<file path="src/rtl/instr_dispatch_scheduler.sv">
// Instruction dispatch scheduler: pops one instruction from the FIFO head,
// decodes its class and issues it to the weight, matrix-multiply or
// activation controller once the target and its data dependencies are free.
// Also handles NOP/HALT and counts dependency stall cycles.

package instr_dispatch_scheduler_pkg;
    typedef struct packed {
        logic [7:0]  opcode;
        logic [7:0]  flags;
        logic [15:0] operand;
    } instr_type;
endpackage

module instr_dispatch_scheduler
    import instr_dispatch_scheduler_pkg::*;
#(
    parameter int unsigned STALL_CTR_WIDTH = 32
) (
    input  logic                       clk,
    input  logic                       rst,
    input  logic                       enable,
    input  instr_type                  instr_in,
    input  logic                       instr_valid,
    output logic                       instr_ready,
    output instr_type                  instr_out,
    output logic                       weight_instr_enable,
    output logic                       mmu_instr_enable,
    output logic                       act_instr_enable,
    input  logic                       weight_busy,
    input  logic                       weight_resource_busy,
    input  logic                       mmu_busy,
    input  logic                       mmu_resource_busy,
    input  logic                       act_busy,
    input  logic                       act_resource_busy,
    input  logic                       resume,
    output logic                       halted,
    output logic                       busy,
    output logic [STALL_CTR_WIDTH-1:0] stall_count
);

    typedef enum logic [1:0] {
        S_IDLE,
        S_HOLD,
        S_HALT_DRAIN,
        S_HALTED
    } state_e;

    typedef enum logic [2:0] {
        C_NOP,
        C_HALT,
        C_WEIGHT,
        C_MATMUL,
        C_ACT
    } class_e;

    state_e                     state_q, state_d;
    instr_type                  instr_q, instr_d;
    logic [STALL_CTR_WIDTH-1:0] stall_q, stall_d;
    class_e                     cls;
    logic                       ready_c;
    logic                       w_fire, m_fire, a_fire;
    logic                       go;

    // Outputs are suppressed while frozen or held in reset.
    assign go = enable && !rst;

    // Decode the captured opcode in priority order.
    always_comb begin
        cls = C_NOP;
        if (instr_q.opcode == 8'hFF)
            cls = C_HALT;
        else if (instr_q.opcode == 8'h00)
            cls = C_NOP;
        else if (instr_q.opcode[7:3] == 5'b00001)
            cls = C_WEIGHT;
        else if (instr_q.opcode[7:5] == 3'b001)
            cls = C_MATMUL;
        else if (instr_q.opcode[7])
            cls = C_ACT;
        else
            cls = C_NOP;
    end

    // Next-state, capture, dispatch and stall-count logic.
    always_comb begin
        state_d = state_q;
        instr_d = instr_q;
        stall_d = stall_q;
        ready_c = 1'b0;
        w_fire  = 1'b0;
        m_fire  = 1'b0;
        a_fire  = 1'b0;
        case (state_q)
            S_IDLE: begin
                ready_c = 1'b1;
                if (instr_valid) begin
                    instr_d = instr_in;
                    state_d = S_HOLD;
                end
            end
            S_HOLD: begin
                case (cls)
                    C_HALT:   state_d = S_HALT_DRAIN;
                    C_WEIGHT: w_fire = !weight_busy;
                    C_MATMUL: m_fire = !mmu_busy && !weight_resource_busy;
                    C_ACT:    a_fire = !act_busy && !mmu_resource_busy;
                    default:  state_d = S_IDLE;
                endcase
                if (w_fire || m_fire || a_fire) begin
                    state_d = S_IDLE;
                end else if ((cls == C_WEIGHT || cls == C_MATMUL || cls == C_ACT)
                             && stall_q != '1) begin
                    stall_d = stall_q + STALL_CTR_WIDTH'(1);
                end
            end
            S_HALT_DRAIN: begin
                if (!weight_resource_busy && !mmu_resource_busy && !act_resource_busy)
                    state_d = S_HALTED;
            end
            S_HALTED: begin
                if (resume)
                    state_d = S_IDLE;
            end
            default: state_d = S_IDLE;
        endcase
    end

    // State registers; reset wins over enable, enable=0 freezes everything.
    always_ff @(posedge clk) begin
        if (rst) begin
            state_q <= S_IDLE;
            instr_q <= '0;
            stall_q <= '0;
        end else if (enable) begin
            state_q <= state_d;
            instr_q <= instr_d;
            stall_q <= stall_d;
        end
    end

    assign instr_ready         = ready_c && go;
    assign weight_instr_enable = w_fire && go;
    assign mmu_instr_enable    = m_fire && go;
    assign act_instr_enable    = a_fire && go;
    assign instr_out           = instr_q;
    assign stall_count         = stall_q;
    assign halted              = (state_q == S_HALTED);
    assign busy                = (state_q != S_IDLE) || weight_resource_busy
                                 || mmu_resource_busy || act_resource_busy;

endmodule
</file>
<file path="config.mk">
export PLATFORM = sky130hd
export DESIGN_NAME = instr_dispatch_scheduler
export DESIGN_NICKNAME = d
export VERILOG_FILES = /design/src/rtl/instr_dispatch_scheduler.sv
export SDC_FILE = /design/constraint.sdc
export NUM_CORES = 1
export LEC_CHECK = 0
export CAP_MARGIN = 25
export CORE_AREA = 2 2 97 80
export CTS_CLUSTER_SIZE = 16
export DETAILED_ROUTE_END_ITERATION = 10
export DIE_AREA = 0 0 99 82
export GPL_ROUTABILITY_DRIVEN = 0
export PLACE_DENSITY = 0.85
export SYNTH_ARGS = -nofsm -noshare
export SYNTH_HDL_FRONTEND = slang
export SYNTH_SLANG_ARGS = --single-unit
</file>
<file path="constraint.sdc">
create_clock -name clk -period 2.6 [get_ports clk]
set_input_delay 0.26 -clock clk [delete_from_list [all_inputs] [get_ports clk]]
set_output_delay 0.26 -clock clk [all_outputs]
set_load 0.02 [all_outputs]
</file>
==> reports/metrics.cfg, run 1 <==
[floorplan]
coreArea_sq_um=7180
floorplan.die.height_um=82
start_util_pct=43.9
io_pins=113
total_die_area_sq_um=8120
die_w_um=99
placement_rows=28

[detailed_routing]
met2RoutedLength_um=4090
route.vias.total=3287
drcViolationCount=0
routed_via_density=5.57
top_layer_used=met4
routed_wire_length_per_instance_um=14.7
drtIter0Drc=123
ant_nets=0
detail_route_met3_wl_um=604
drt-met1-wl_um=3890
route.final.wire_length_um=8660
drt_pre_antenna_iters=4

[clocking]
ctsHtreeMaxLevel=3
cts_buffers=9
cts_post_setup_buffers_inserted=0
clock_sink_count=66
clockBufferDepth=2
tritoncts=yes
clock_insertion_delay_worst_skew_ns=0.34
cts.root.buffer_cell=sky130_fd_sc_hd__clkbuf_8
worst_setup_hold_path_clk_slew_ns=0.08

[yosys]
synth.top_cells.by_area=sky130_fd_sc_hd__dfxtp_1 (42%), sky130_fd_sc_hd__a21oi_1 (9.4%), sky130_fd_sc_hd__nand2_1 (9.0%), sky130_fd_sc_hd__o31ai_1 (4.0%), sky130_fd_sc_hd__or4_1 (3.6%)
synthesized_area_divided_by_synthesized_cell_count_sq_um=8.19
post-synth-top-area-cell=sky130_fd_sc_hd__dfxtp_1
postSynthRegisterBits=66
synth_warnings=0
area_of_the_mapped_netlist_sq_um=3150
netlist.area_leader.share_pct=41.9
postSynth.asyncResetShare_pct=0
ys_types=46
postSynthCellCount=385
synth_seq_area_share_pct=41.9
edff_count_synth=0
synth_nets=429
synth_top_flop_cell=sky130_fd_sc_hd__dfxtp_1

[power_and_ir_drop]
share_clk_of_total_power_pct=37.2
cell_internal_pwr_uw=1510
power_switching_uw=559
swShare_pct=27.0
powerDensity_nw_per_um2=457
power.share.combinational_pct=12.1
power_frac_seq_pct=50.7
leakagePower_uw=0.00147
worst_ir_drop_on_vdd_mv=0.314

[global_routing]
first_pass_grt_wire_length_um=13900
globalRoute.totalOverflow=0
number_of_antenna_violations_at_the_first_check_in_global_routing=0
pin_count_of_the_biggest_net_entering_global_routing=75
first_global_vias=3053
grt.total_usage_pct=21.1

[worst_setup_path]
endpoint_kind=output pin
timing.critical_path.buf_inv=1
crit_path_start_kind=flop
cp_slowest_stage_delay_ns=0.64
crit_path_cell_trace=nor3b_1 > nor3b_1 > clkdlybuf4s50_1
crit_fanout=4
crit_slowest_cell=sky130_fd_sc_hd__clkdlybuf4s50_1
crit_arrival_ns=2.18
critPathMostFrequentCell=sky130_fd_sc_hd__nor3b_1
worst_setup_path_type=reg2out
required_ns=2.34
cp_top_family=simple AND/OR/NAND/NOR gates

[placed_design]
detailedPlacementHpwl_um=6140
dpl.cell_count=574
port-buffer-count=112
place_ws_ns=0.151
dpl_cell_area_sq_um=4350

[flow_run]
maxCapViolCount=0

[finish]
design.final.nets=539
post_route_cells_drive_above_1_share_pct=10.0
antenna_cells_inserted=0
final_cell_area_sq_um=4540
finalNonFillerCells=590
area_growth_syn_to_layout_pct=43.8

[timing]
clock_skew_ns=0.00751
achievable-frequency_mhz=410
final_max_slew_viol_count=0
hold_violation_total_from_the_final_report=0
period_needed_ns=2.44
timing.slew.headroom_pct=49.4
worstMarginPinSlew_ns=0.760
rsz0062_at_grt=false
setup-violations-final=0
setup-tns-final_ns=0
layout_setup_ws_ns=0.164
period_share_pct=93.7

[status]
run_status=completed

[hold_path]
hold_path_class=reg2reg

-- placed cells by master (no fill, tap or decap), types with 5 or more instances in the layout --
cell type	instances
sky130_fd_sc_hd__clkdlybuf4s50_1	110
sky130_fd_sc_hd__nand2_1	76
sky130_fd_sc_hd__dfxtp_1	66
sky130_fd_sc_hd__a21oi_1	59
sky130_fd_sc_hd__nor2_1	17
sky130_fd_sc_hd__o31ai_1	17
sky130_fd_sc_hd__nand3_1	16
sky130_fd_sc_hd__or4_1	15
sky130_fd_sc_hd__buf_4	12
sky130_fd_sc_hd__or3_1	11
sky130_fd_sc_hd__nand4_1	11
sky130_fd_sc_hd__o21ai_0	11
sky130_fd_sc_hd__clkbuf_8	9
sky130_fd_sc_hd__nor2b_1	7
sky130_fd_sc_hd__nor3b_1	5
sky130_fd_sc_hd__mux2_4	5
-- layer usage --
metal,global-route usage (%),vias up
met5,0,-
met4,6.16,0
met3,9.02,9
met2,34.6,103
met1,25.6,1549
li1,-,1626
-- through the flow --
step                      total power (uW)  utilization, %  hold slack (ns)
after floorplan                       1190               -            0.396
after global placement                1320            60.6            0.440
after detailed placement              1330            60.6            0.447
after CTS                             2110            63.1            0.434
after global routing                  2180            63.2            0.447
final                                 2070            63.2            0.453
-- state kept, by name, indices dropped and copies added, names as in the netlist, named ones only --
signal       cells
state_q          1
stall_count     32
instr_out       32
-- area by class of cell --
type | instances | area, sq um
Clock buffer | 9 | 124
Clock inverter | 7 | 55.1
Fill cell | 612 | 2650
Inverter | 2 | 7.51
Multi-Input combinational cell | 292 | 1710
Sequential cell | 66 | 1320
Tap cell | 90 | 113
Timing Repair Buffer | 124 | 1210
-- power groups by stage --
stage | clock (uW) | sequential [uW] | combinational [uW]
2_1_floorplan | 0 | 1100 | 84.8
3_3_place_gp | 0 | 1070 | 247
3_5_place_dp | 0 | 1080 | 251
4_1_cts | 803 | 1050 | 252
5_1_grt | 848 | 1060 | 271
6_report | 771 | 1050 | 251
-- kinds of logic after synthesis --
group                      Yosys count  synth area share (%)
and+or+nand+nor                    189                  33.2
AOI/OAI and AO/OA                   94                  17.1
DFF                                 66                  41.9
buffers and inverters               27                  4.01
muxes                                8                  3.41
adders and majority gates            1                 0.397
-- what timing repair did --
action,in CTS,in global routing
hold buffers,0,0
gates resized for setup,0,1
endpoints found under the setup margin,0,1
-- Yosys cell counts (2+ instances only) --
| library cell | count |
|---|---|
| sky130_fd_sc_hd__a21oi_1 | 59 |
| sky130_fd_sc_hd__and2_1 | 2 |
| sky130_fd_sc_hd__and3_1 | 3 |
| sky130_fd_sc_hd__and4_1 | 3 |
| sky130_fd_sc_hd__buf_2 | 5 |
| sky130_fd_sc_hd__buf_6 | 2 |
| sky130_fd_sc_hd__clkbuf_1 | 17 |
| sky130_fd_sc_hd__dfxtp_1 | 66 |
| sky130_fd_sc_hd__inv_1 | 2 |
| sky130_fd_sc_hd__mux2_4 | 5 |
| sky130_fd_sc_hd__nand2_1 | 76 |
| sky130_fd_sc_hd__nand3_1 | 16 |
| sky130_fd_sc_hd__nand4_1 | 11 |
| sky130_fd_sc_hd__nor2_1 | 17 |
| sky130_fd_sc_hd__nor2b_1 | 7 |
| sky130_fd_sc_hd__nor3_1 | 4 |
| sky130_fd_sc_hd__nor3b_1 | 5 |
| sky130_fd_sc_hd__nor4_1 | 3 |
| sky130_fd_sc_hd__nor4_2 | 4 |
| sky130_fd_sc_hd__nor4b_1 | 2 |
| sky130_fd_sc_hd__o21ai_0 | 11 |
| sky130_fd_sc_hd__o31ai_1 | 17 |
| sky130_fd_sc_hd__or3_1 | 11 |
| sky130_fd_sc_hd__or4_1 | 15 |
-- worst reg2reg max path: cells and delay by family, from the launching register on --
family / cells / cell delay, ns
buffers and inverters: 1 / 0.19
flip-flops: 1 / 0.45
adder cells (fa/ha/maj): 1 / 0.25
AND/OR/NAND/NOR: 4 / 0.88
multiplexers: 1 / 0.37
-- worst paths after layout --
check	start	end	slack, ns	depth (start not counted)
worst min register to register	instr_out[3]	instr_out[3]	0.45	2
worst max-delay path	instr_out[31]	act_instr_enable	0.16	3
worst max register to register	stall_count[0]	stall_count[20]	0.36	7
worst min-delay path	instr_out[3]	instr_out[3]	0.45	2
(Power assumes the default switching activity.)
==> run 2, diff against run 1 <==
Settings changed: CORE_AREA 2 2 97 80 to 2 2 118 97, DIE_AREA 0 0 99 82 to 0 0 120 99, PLACE_DENSITY 0.85 to 0.63.
==> reports/metrics.cfg, run 2 (synthesized netlist as in run 1, its figures left out) <==
[placed_design]
port-buffer-count=112
place_ws_ns=0.0831
dpl.cell_count=630
detailedPlacementHpwl_um=6590
dpl_cell_area_sq_um=4440

[global_routing]
number_of_antenna_violations_at_the_first_check_in_global_routing=0
globalRoute.totalOverflow=0
first_pass_grt_wire_length_um=15200
first_global_vias=3105
pin_count_of_the_biggest_net_entering_global_routing=75
grt.total_usage_pct=16.1

[detailed_routing]
route.final.wire_length_um=9250
routed_wire_length_per_instance_um=14.3
ant_nets=0
drcViolationCount=0
drtIter0Drc=163
routed_via_density=5.09
drt_pre_antenna_iters=4
route.vias.total=3285

[finish]
finalNonFillerCells=646
design.final.nets=541
antenna_cells_inserted=0
most_frequent_cells_in_the_layout=sky130_fd_sc_hd__clkdlybuf4s50_1 (111), sky130_fd_sc_hd__nand2_1 (76), sky130_fd_sc_hd__dfxtp_1 (65)
layout.core_utilization_pct=44.6
fill_cells=1041
layout_commonest_cell=sky130_fd_sc_hd__clkdlybuf4s50_1
final_cell_area_sq_um=4760
area_growth_syn_to_layout_pct=51.1
post_route_cells_drive_above_1_share_pct=10.6

[timing]
period_needed_ns=2.46
layout_setup_ws_ns=0.144
setup-tns-final_ns=0
final_max_slew_viol_count=0
setup-violations-final=0
clock_skew_ns=0.00749
worstMarginPinSlew_ns=0.800
achievable-frequency_mhz=407
hold_violation_total_from_the_final_report=0
period_share_pct=94.5
timing.slew.headroom_pct=46.7
rsz0062_at_grt=false

[power_and_ir_drop]
powerDensity_nw_per_um2=548
leakagePower_uw=0.00154
worst_ir_drop_on_vdd_mv=0.303

[worst_setup_path]
crit_arrival_ns=2.20
worst_setup_path_type=in2out
required_ns=2.34
crit_fanout=3
rr_worst_depth=6
crit_path_start_kind=primary input
endpoint_kind=output pin

[floorplan]
die_w_um=120
io_pins=113
total_die_area_sq_um=11900
coreArea_sq_um=10700
start_util_pct=29.5
floorplan.die.height_um=99
placement_rows=34

[clocking]
ctsHtreeMaxLevel=3
cts_hold_buffers=0
worst_setup_hold_path_clk_slew_ns=0.05
clock_insertion_delay_worst_skew_ns=0.33
cts.root.buffer_cell=sky130_fd_sc_hd__clkbuf_16
cts-resized-gates=0
cts_post_setup_buffers_inserted=0
clock_sink_count=66
cts_buffers=9
clockBufferDepth=2
tritoncts=yes

[flow_run]
maxCapViolCount=0

[hold_path]
whs_path_depth=2
hold_path_class=reg2reg

[status]
run_status=completed

==> run 2: changes by cell type in the layout (fill, tap and decap cells not counted), moves of 2 or more <==
cell / before / now
sky130_fd_sc_hd__buf_4: 12 / 14
sky130_fd_sc_hd__clkbuf_8: 9 / 1
sky130_fd_sc_hd__bufinv_16: 0 / 2
sky130_fd_sc_hd__clkinv_4: 3 / 0
sky130_fd_sc_hd__clkbuf_16: 0 / 9
==> run 2: worst max-delay path, stage by stage <==
cell	delay [ns]
sky130_fd_sc_hd__clkdlybuf4s50_1	0.51
sky130_fd_sc_hd__nand2_2	0.09
sky130_fd_sc_hd__or3_1	0.37
sky130_fd_sc_hd__nor4b_2	0.23
sky130_fd_sc_hd__buf_4	0.15
sky130_fd_sc_hd__clkdlybuf4s50_1	0.59
==> run 2: final timing paths <==
check	end	start	slack (ns)
max	mmu_instr_enable	enable	0.14
max reg2reg	stall_count[24]	stall_count[0]	0.34
min reg2reg	instr_out[1]	instr_out[1]	0.45
min	instr_out[1]	instr_out[1]	0.45
==> run 2: final cells by class <==
type | count | area (sq um) | area share [%]
multi-input combinational | 292 | 1710 | 36.0
timing repair buffer | 126 | 1220 | 25.6
inverter | 2 | 7.51 | 0.158
sequential | 66 | 1320 | 27.8
clock inverter | 5 | 77.6 | 1.63
clock buffer | 11 | 243 | 5.09
tap | 144 | 180 | 3.78
==> run 2: power by group <==
part,internal [uW],switching (uW)
sequential,1040,18.0
clock,862,444
combinational,129,123
==> run 2: through the flow <==
| step | hold slack [ns] | total power (uW) |
|---|---|---|
| 4_1_cts | 0.456 | 2650 |
| 5_1_grt | 0.467 | 2730 |
| 2_1_floorplan | 0.396 | 1190 |
| 6_report | 0.454 | 2610 |
| 3_5_place_dp | 0.449 | 1330 |
| 3_3_place_gp | 0.441 | 1330 |
==> run 2: metal layers <==
| layer | wire length [um] | GRT usage [%] | vias up |
|---|---|---|---|
| met5 | 0 | 0 | - |
| met4 | 107 | 3.89 | 0 |
| met3 | 646 | 7.06 | 10 |
| met2 | 4230 | 25.0 | 93 |
| met1 | 4260 | 20.6 | 1555 |
| li1 | - | - | 1627 |
